`config.mk`:
```
export PLATFORM = sky130hd
export DESIGN_NAME = dreq_rd_splitter
export DESIGN_NICKNAME = d
export VERILOG_FILES = /design/src/rtl/dreq_rd_splitter_pkg.sv /design/src/rtl/dreq_rd_splitter_len_calc.sv /design/src/rtl/dreq_rd_splitter.sv
export SDC_FILE = /design/constraint.sdc
export NUM_CORES = 1
export LEC_CHECK = 0
export CORE_ASPECT_RATIO = 0.6
export CORE_MARGIN = 2
export CORE_UTILIZATION = 45
export DETAILED_ROUTE_END_ITERATION = 8
export PLACE_DENSITY = 0.74
export REMOVE_ABC_BUFFERS = 1
export SYNTH_ARGS = -nofsm -noshare
export SYNTH_HDL_FRONTEND = slang
export SYNTH_HIERARCHICAL = 1
export SYNTH_SLANG_ARGS = --single-unit
```
`constraint.sdc`:
```
create_clock -name aclk -period 4 [get_ports aclk]
set_input_delay 0.6 -clock aclk [delete_from_list [all_inputs] [get_ports aclk]]
set_output_delay 0.6 -clock aclk [all_outputs]
set_load 0.05 [all_outputs]
```
`src/rtl/dreq_rd_splitter_pkg.sv`:
```
// Shared types and constants for the read-request splitter: descriptor/chunk
// layout, default widths and the splitter state encoding.
package dreq_rd_splitter_pkg;

    localparam int DEF_PMTU_BYTES = 4096;
    localparam int DEF_ADDR_BITS  = 48;
    localparam int DEF_LEN_BITS   = 28;
    localparam int DEST_BITS      = 4;
    localparam int PID_BITS       = 6;

    typedef struct packed {
        logic [DEF_ADDR_BITS-1:0] vaddr;
        logic [DEF_LEN_BITS-1:0]  len;
        logic [DEST_BITS-1:0]     dest;
        logic [PID_BITS-1:0]      pid;
        logic                     last;
    } rd_split_req_t;

    typedef enum logic [0:0] {
        ST_IDLE  = 1'b0,
        ST_SPLIT = 1'b1
    } split_state_t;

    // Flat width of a descriptor/chunk for a given address and length width.
    function automatic int req_width(input int addr_bits, input int len_bits);
        return addr_bits + len_bits + DEST_BITS + PID_BITS + 1;
    endfunction

endpackage

```
`src/rtl/dreq_rd_splitter_len_calc.sv`:
```
// Combinational chunk-length calculator: clen = min(rem, lim) and last flag.
// Macro RD_SPLIT_ALIGN_EN makes lim stop at the next PMTU-aligned address.
module rd_split_len_calc
    import dreq_rd_splitter_pkg::*;
#(
    parameter int PMTU_BYTES = DEF_PMTU_BYTES,
    parameter int LEN_BITS   = DEF_LEN_BITS
) (
`ifdef RD_SPLIT_ALIGN_EN
    input  logic [$clog2(PMTU_BYTES)-1:0] addr_off,
`endif
    input  logic [LEN_BITS-1:0]           rem,
    output logic [LEN_BITS-1:0]           clen,
    output logic                          last
);

    logic [LEN_BITS-1:0] lim_s;

    // Limit for this chunk, then clamp the remaining length against it.
    always_comb begin
`ifdef RD_SPLIT_ALIGN_EN
        lim_s = LEN_BITS'(PMTU_BYTES) - LEN_BITS'(addr_off);
`else
        lim_s = LEN_BITS'(PMTU_BYTES);
`endif
        if (rem <= lim_s) begin
            clen = rem;
            last = 1'b1;
        end else begin
            clen = lim_s;
            last = 1'b0;
        end
    end

endmodule

```
`src/rtl/dreq_rd_splitter.sv`:
```
// Splits one read descriptor at a time into PMTU-bounded sub-requests.
// Optional macro RD_SPLIT_ALIGN_EN: align chunk boundaries to PMTU addresses.
module dreq_rd_splitter
    import dreq_rd_splitter_pkg::*;
#(
    parameter int PMTU_BYTES = DEF_PMTU_BYTES,
    parameter int ADDR_BITS  = DEF_ADDR_BITS,
    parameter int LEN_BITS   = DEF_LEN_BITS,
    localparam int REQ_W     = req_width(ADDR_BITS, LEN_BITS)
) (
    input  logic             aclk,
    input  logic             areset,
    input  logic             s_req_valid,
    output logic             s_req_ready,
    input  logic [REQ_W-1:0] s_req_data,
    output logic             m_req_valid,
    input  logic             m_req_ready,
    output logic [REQ_W-1:0] m_req_data,
    output logic             busy
);

    localparam int PID_LO  = 1;
    localparam int DEST_LO = PID_LO + PID_BITS;
    localparam int LEN_LO  = DEST_LO + DEST_BITS;
    localparam int ADDR_LO = LEN_LO + LEN_BITS;

    logic [ADDR_BITS-1:0] in_vaddr_s;
    logic [LEN_BITS-1:0]  in_len_s;
    logic [DEST_BITS-1:0] in_dest_s;
    logic [PID_BITS-1:0]  in_pid_s;
    logic                 unused_in_last_s;

    split_state_t         state_r;
    logic [ADDR_BITS-1:0] cur_addr_r;
    logic [LEN_BITS-1:0]  rem_r;
    logic [DEST_BITS-1:0] dest_r;
    logic [PID_BITS-1:0]  pid_r;
    logic [LEN_BITS-1:0]  out_len_r;
    logic                 out_last_r;
    logic                 m_valid_r;
    logic                 s_ready_r;
    logic                 busy_r;

    logic [ADDR_BITS-1:0] calc_addr_s;
    logic [LEN_BITS-1:0]  calc_rem_s;
    logic [LEN_BITS-1:0]  calc_len_s;
    logic                 calc_last_s;
    logic                 accept_s;
    logic                 fire_s;

    assign in_vaddr_s       = s_req_data[ADDR_LO +: ADDR_BITS];
    assign in_len_s         = s_req_data[LEN_LO +: LEN_BITS];
    assign in_dest_s        = s_req_data[DEST_LO +: DEST_BITS];
    assign in_pid_s         = s_req_data[PID_LO +: PID_BITS];
    assign unused_in_last_s = s_req_data[0];

    assign accept_s = s_req_valid & s_ready_r;
    assign fire_s   = m_valid_r & m_req_ready;

    // Next chunk source: the new descriptor when idle, else advance past the shown chunk.
    always_comb begin
        if (state_r == ST_SPLIT) begin
            calc_addr_s = cur_addr_r + ADDR_BITS'(out_len_r);
            calc_rem_s  = rem_r - out_len_r;
        end else begin
            calc_addr_s = in_vaddr_s;
            calc_rem_s  = in_len_s;
        end
    end

    rd_split_len_calc #(
        .PMTU_BYTES (PMTU_BYTES),
        .LEN_BITS   (LEN_BITS)
    ) u_len_calc (
`ifdef RD_SPLIT_ALIGN_EN
        .addr_off (calc_addr_s[$clog2(PMTU_BYTES)-1:0]),
`endif
        .rem      (calc_rem_s),
        .clen     (calc_len_s),
        .last     (calc_last_s)
    );

    // Splitter FSM; every output comes straight from a register.
    always_ff @(posedge aclk) begin
        if (areset) begin
            state_r    <= ST_IDLE;
            cur_addr_r <= {ADDR_BITS{1'b0}};
            rem_r      <= {LEN_BITS{1'b0}};
            dest_r     <= {DEST_BITS{1'b0}};
            pid_r      <= {PID_BITS{1'b0}};
            out_len_r  <= {LEN_BITS{1'b0}};
            out_last_r <= 1'b0;
            m_valid_r  <= 1'b0;
            s_ready_r  <= 1'b1;
            busy_r     <= 1'b0;
        end else begin
            case (state_r)
                ST_IDLE: begin
                    if (accept_s) begin
                        state_r    <= ST_SPLIT;
                        cur_addr_r <= calc_addr_s;
                        rem_r      <= calc_rem_s;
                        dest_r     <= in_dest_s;
                        pid_r      <= in_pid_s;
                        out_len_r  <= calc_len_s;
                        out_last_r <= calc_last_s;
                        m_valid_r  <= 1'b1;
                        s_ready_r  <= 1'b0;
                        busy_r     <= 1'b1;
                    end
                end
                ST_SPLIT: begin
                    if (fire_s) begin
                        if (out_last_r) begin
                            state_r   <= ST_IDLE;
                            m_valid_r <= 1'b0;
                            s_ready_r <= 1'b1;
                            busy_r    <= 1'b0;
                        end else begin
                            cur_addr_r <= calc_addr_s;
                            rem_r      <= calc_rem_s;
                            out_len_r  <= calc_len_s;
                            out_last_r <= calc_last_s;
                        end
                    end
                end
                default: begin
                    state_r   <= ST_IDLE;
                    m_valid_r <= 1'b0;
                    s_ready_r <= 1'b1;
                    busy_r    <= 1'b0;
                end
            endcase
        end
    end

    assign m_req_valid = m_valid_r;
    assign s_req_ready = s_ready_r;
    assign busy        = busy_r;
    assign m_req_data  = {cur_addr_r, out_len_r, dest_r, pid_r, out_last_r};

endmodule

```
======== Word level (Yosys, flattened, before mapping) ========
Index checks and enable logic that the tools add are counted.
operators by class
  add/sub/neg operators ................... 2
  order comparisons ....................... 1
  eq/ne operators ......................... 4
  multiplexer cells ....................... 32
  bitwise logic cells ..................... 3
  reductions and logical operators ........ 4
operator list
  kind                  count
  $mux 28               8
  $mux 48               4
  $pmux 28 s2           2
  $pmux 48 s2           1
  $add 48x28->48        1
  $le 28x13->1 const B  1
  $sub 28x28->28        1
  $mux 1                13
  $pmux 1 s2            4
  $reduce_and 3->1      2
  $ne 2x1->1 const B    2
  $ne 2x2->1 const B    2
  $reduce_and 2->1      2
  $and 1x1->1           2
  $not 1->1             1
storage, ports and cells
  flip-flop bits (word level) ............. 118
  bits of input ports ..................... 91
  logic and storage cells ................. 55

======== Depth between registers and ports, before layout ========
  word-level depth ........................ 7
  depth in mapped cells ................... 18
  depth with buffers taken out ............ 17

======== Cells and area by module ========
The synthesis kept the hierarchy.
by module, submodules not included
  module             times used  cells an instance  area an instance (µm²)  sequential area each (µm²)
  dreq_rd_splitter   1           1130               8538.2                  2362.3
  rd_split_len_calc  1           56                 366.6                   0.0

======== Least setup slack after synthesis ========
Ideal clock, no wire load.
  path type ............................... reg-to-reg
  from .................................... reg out_len_r[1]
  to ...................................... reg out_last_r
  library setup time ...................... 0.074 ns
  arrival time ............................ 3.963 ns
  setup slack ............................. -0.038 ns
  stages on the path, launching flop included .. 18
  path buffers ............................ 1
  cells stage by stage .................... dfxtp_1 > inv_1 > ha_1 > nor2b_1 > o31ai_1 > a211oi_1 > or2_1 > a21oi_1 > o21ai_0 > xnor2_1 > mux2_2 > nor4_1 > nand4_1 > buf_6 > a21oi_1 > and3_1 > o21ai_0 > a31oi_1
on the way
  word-level cells in the longest chain between the ends .. 7
  elaborated cells on any way between the ends .. 8
RTL lines
  item                      RTL line                         source
  start: declaration        dreq_rd_splitter.sv:38           logic [LEN_BITS-1:0] out_len_r;
  start signal: assignment  dreq_rd_splitter.sv:91           out_len_r <= {LEN_BITS{1'b0}};
  start signal: assignment  dreq_rd_splitter.sv:105          out_len_r <= calc_len_s;
  start signal: assignment  dreq_rd_splitter.sv:122          out_len_r <= calc_len_s;
  $sub 28x28->28 *          dreq_rd_splitter.sv:64           calc_rem_s = rem_r - out_len_r;
  $mux 28 *                 dreq_rd_splitter.sv:62           if (state_r == ST_SPLIT) begin
  via calc_rem_s[27]        dreq_rd_splitter.sv:45           logic [LEN_BITS-1:0] calc_rem_s;
  $le 28x13->1 *            dreq_rd_splitter_len_calc.sv:26  if (rem <= lim_s) begin
  $mux 1 *                  dreq_rd_splitter_len_calc.sv:26
  via calc_last_s           dreq_rd_splitter.sv:47           logic calc_last_s;
  $mux 1                    dreq_rd_splitter.sv:114          if (out_last_r) begin
  $mux 1                    dreq_rd_splitter.sv:113          if (fire_s) begin
  $pmux 1 s2 *              dreq_rd_splitter.sv:97           case (state_r)
  end signal: assignment    dreq_rd_splitter.sv:106          out_last_r <= calc_last_s;
  end signal: assignment    dreq_rd_splitter.sv:123          out_last_r <= calc_last_s;
  end: declaration          dreq_rd_splitter.sv:39           logic out_last_r;
Mark *: on every way through the listed nets, which the timed path passes. The rest lies on a longest branch. The select of a mux whose other input is x is not followed.
A chain may end at the register's enable or synchronous reset.

======== Worst setup path after layout ========
  from .................................... reg out_len_r[11]
  to ...................................... reg out_len_r[12]
on the way
  word-level cells in the longest chain between the ends .. 7
  elaborated cells on any way between the ends .. 8
RTL lines
  item                RTL line                         source
  $sub 28x28->28 *    dreq_rd_splitter.sv:64
  $mux 28 *           dreq_rd_splitter.sv:62
  via calc_rem_s[26]  dreq_rd_splitter.sv:45
  $le 28x13->1 *      dreq_rd_splitter_len_calc.sv:26
  $mux 28 *           dreq_rd_splitter_len_calc.sv:26
  via calc_len_s[12]  dreq_rd_splitter.sv:46           logic [LEN_BITS-1:0] calc_len_s;
  $mux 28             dreq_rd_splitter.sv:114
  $mux 28             dreq_rd_splitter.sv:113
  $pmux 28 s2 *       dreq_rd_splitter.sv:97
Marks and branches as above.

==> metrics.txt <==
status=finished clean; Synth Area in Simple Gates=21.6%; critical path type=flip-flop to flip-flop; post-synthesis adder-cell area fraction=8.18%; largest family of logic cells by synthesized area=compound AO/OA/AOI/OAI gates; Initial Util=46.3%; CTS clk-pin slew, worst paths=0.06 ns; Inserted Diodes=0; hold depth=2; hold_buf cts=0; Final GP Congestion=0.913; Final Net Count=1,508; layout cells sized above 1=9.83%; mapped cell area=8900 um2; Yosys top cell area share=26.5%; setup violators final=0; vias in the first global route=8,747; initial detailed-routing violation count=1,196; measured slew at the worst slew-check pin=0.902 ns; Crit Path Max Fanout=13; first-pass GRT wire length=46,800 um; Layout area overhead=30.5%; Bufs on Longest Clock Path=2; Power Dens Cells=410 nW/um2; Reg2Reg Depth=17; final hold vios=0; largest net degree at the start of global routing=64; ys flop type=dfxtp_1; critical path launch point type=flip-flop; FMAX=0.253 GHz; area of the die=21,000 um2; wire per inst=18.2 um; clock latency on the worst-skew pair=0.43 ns; Synth warnings=6; # IOs=181; leakage power=4.65 nW; Place WS=0.0567 ns; core footprint=19,200 um2; # clock sinks=118; TritonCTS buffer count=17; post-synth top area cell=dfxtp_1; placed insts=1,606; post-synth cell types=85; fin crit period=3.95 ns; Avg Cell Area, Syn=7.51 um2; worst hold-check path type=flip-flop to flip-flop; Cell Count, Final, Fillers Out=1,639; multiplexer share of the synthesized area=4.61%; top post-synthesis cells by count=nand2_1 (170), a21oi_1 (124), dfxtp_1 (118); Total Routed Length=29,800 um; GRT Total Usage=28.3%; setup TNS=0 ns; Synth area leaders=dfxtp_1 (27%), ha_1 (7.7%), nand2_1 (7.2%); critical path arrival=4.22 ns; antenna violations before repair=0; nature of the critical path endpoint=flip-flop; fin. max-slew vios=0; area fraction in compound gates after synthesis=26.8%; Clock Tree Root=clkbuf_16; hold_ws=0.455 ns; fraction of synthesized cell area in xor and xnor cells=4.13%; antenna-violating nets left=0; total power=4.76 mW; vias per std cell=5.76; number of port buffers=179; RSZ-0062 raised after global routing=yes; Synth async-reset ratio=0%; Rows=39; crit share post-route=98.6%; Critical Path RT=4.27 ns; TritonCTS clock tree=yes; clock skew=0.0141 ns; fin worst setup slack=0.0549 ns; height of the die=113 um; CTS H-tree depth=4; Slew HR=39.4%; Yosys reg bits=118; DR vias=9,440; Die W=186 um; Seq/Total Area, Yosys=26.5%; DPL Wire Length=22,100 um; drt first pass iters=5; EDFF count, synth=0; total of max-cap violations=0; most frequent cell after synthesis=nand2_1; DRC=0; maximum vdd drop=337 uV; grt ovf=0; Syn Inst Count=1,186
## state kept, by name, indices dropped and copies added, names as in the netlist
register and count:
cur_addr_r 48, out_len_r 28, rem_r 28, pid_r 6, dest_r 4, busy 1
out_last_r 1, s_req_ready 1, state_r 1
## power breakdown
group	internal (mW)	leakage, nW	switching [mW]	total (mW)
Sequential	1.28	0.970	0.108	1.39
Clock	0.905	0.266	0.593	1.50
Combinational	0.760	3.41	1.12	1.88
Total	2.94	4.65	1.82	4.76
## metrics by stage
step           cell area (um2)  utilization, %
5_1_grt                  11600            60.5
4_1_cts                  11600            60.2
6_report                 11600            60.5
3_3_place_gp             11000            57.2
2_1_floorplan             8470               -
3_5_place_dp             11000            57.2
## cell families (layout without fill, tap and decap cells)
kind of cell,after synthesis,count (layout)
compound gates,361,361
xor+xnor,42,42
fa+ha+maj,57,57
buf+inv,151,324
flops,118,118
mux,39,39
other cells,1,15
simple gates,417,417
## placed cells by master, fill, tap and decap left out, drive strengths merged, types with 5 or more instances in the layout
cell type / instances
and3: 7
a211oi: 48
nand3: 32
o21a: 20
xor2: 15
conb: 15
clkbuf: 21
clkdlybuf4s50: 178
nand2: 170
ha: 55
a211o: 6
clkinvlp: 5
mux2: 16
a21o: 13
nor3: 22
o31ai: 5
nor2b: 11
or2: 5
or3: 16
a21oi: 124
o211a: 7
nor4: 11
buf: 52
nand2b: 11
and2: 7
a21boi: 5
mux2i: 23
nor2: 101
nand4: 14
o211ai: 10
a22oi: 6
xnor2: 27
inv: 61
dfxtp: 118
o21bai: 9
o22ai: 8
clkinv: 6
o21ai: 45
a31oi: 12
## repair_timing
item | CTS | global route
resized for setup | 1 | 13
pin swaps | 0 | 5
buffers inserted | 0 | 1
setup endpoints to repair | 2 | 14
## worst max-delay path, cell delays in order, from the launching register on
cell and delay (ns):
dfxtp_1 0.40, inv_1 0.07, ha_1 0.32, buf_4 0.16, a21oi_1 0.20, nor2_1 0.10
a211oi_2 0.27, o32a_1 0.24, nand2_1 0.07, a211oi_1 0.33, mux2i_1 0.27, nand2_1 0.11
nor4_2 0.34, nand4_1 0.26, buf_6 0.23, or2_2 0.29, nand2_1 0.06, a21oi_1 0.06
## layer usage
metal,global-route usage [%],vias to the layer above,wire [um]
li1,-,4577,-
met1,43.2,4399,14700
met2,39.9,426,12200
met3,5.83,38,2530
met4,7.51,0,461
met5,0,-,0
## path summary, 6_finish.rpt
check	slack, ns	from	endpoint
worst max-delay path	0.05	out_len_r[11]	out_len_r[12]
worst min-delay path	0.45	pid_r[1]	pid_r[1]
worst max register to register	0.05	out_len_r[11]	out_len_r[12]
worst min register to register	0.45	pid_r[1]	pid_r[1]
## area by class of cell
class / instances / area, um2
fillers: 1790 / 7600
multi-input cells: 931 / 5930
flip-flops and latches: 118 / 2370
repair buffers: 230 / 2190
clock buffers: 21 / 472
well taps: 266 / 333
inverters: 62 / 233
clock inverters: 11 / 100
Note: power is estimated with default switching activity, not from simulation.
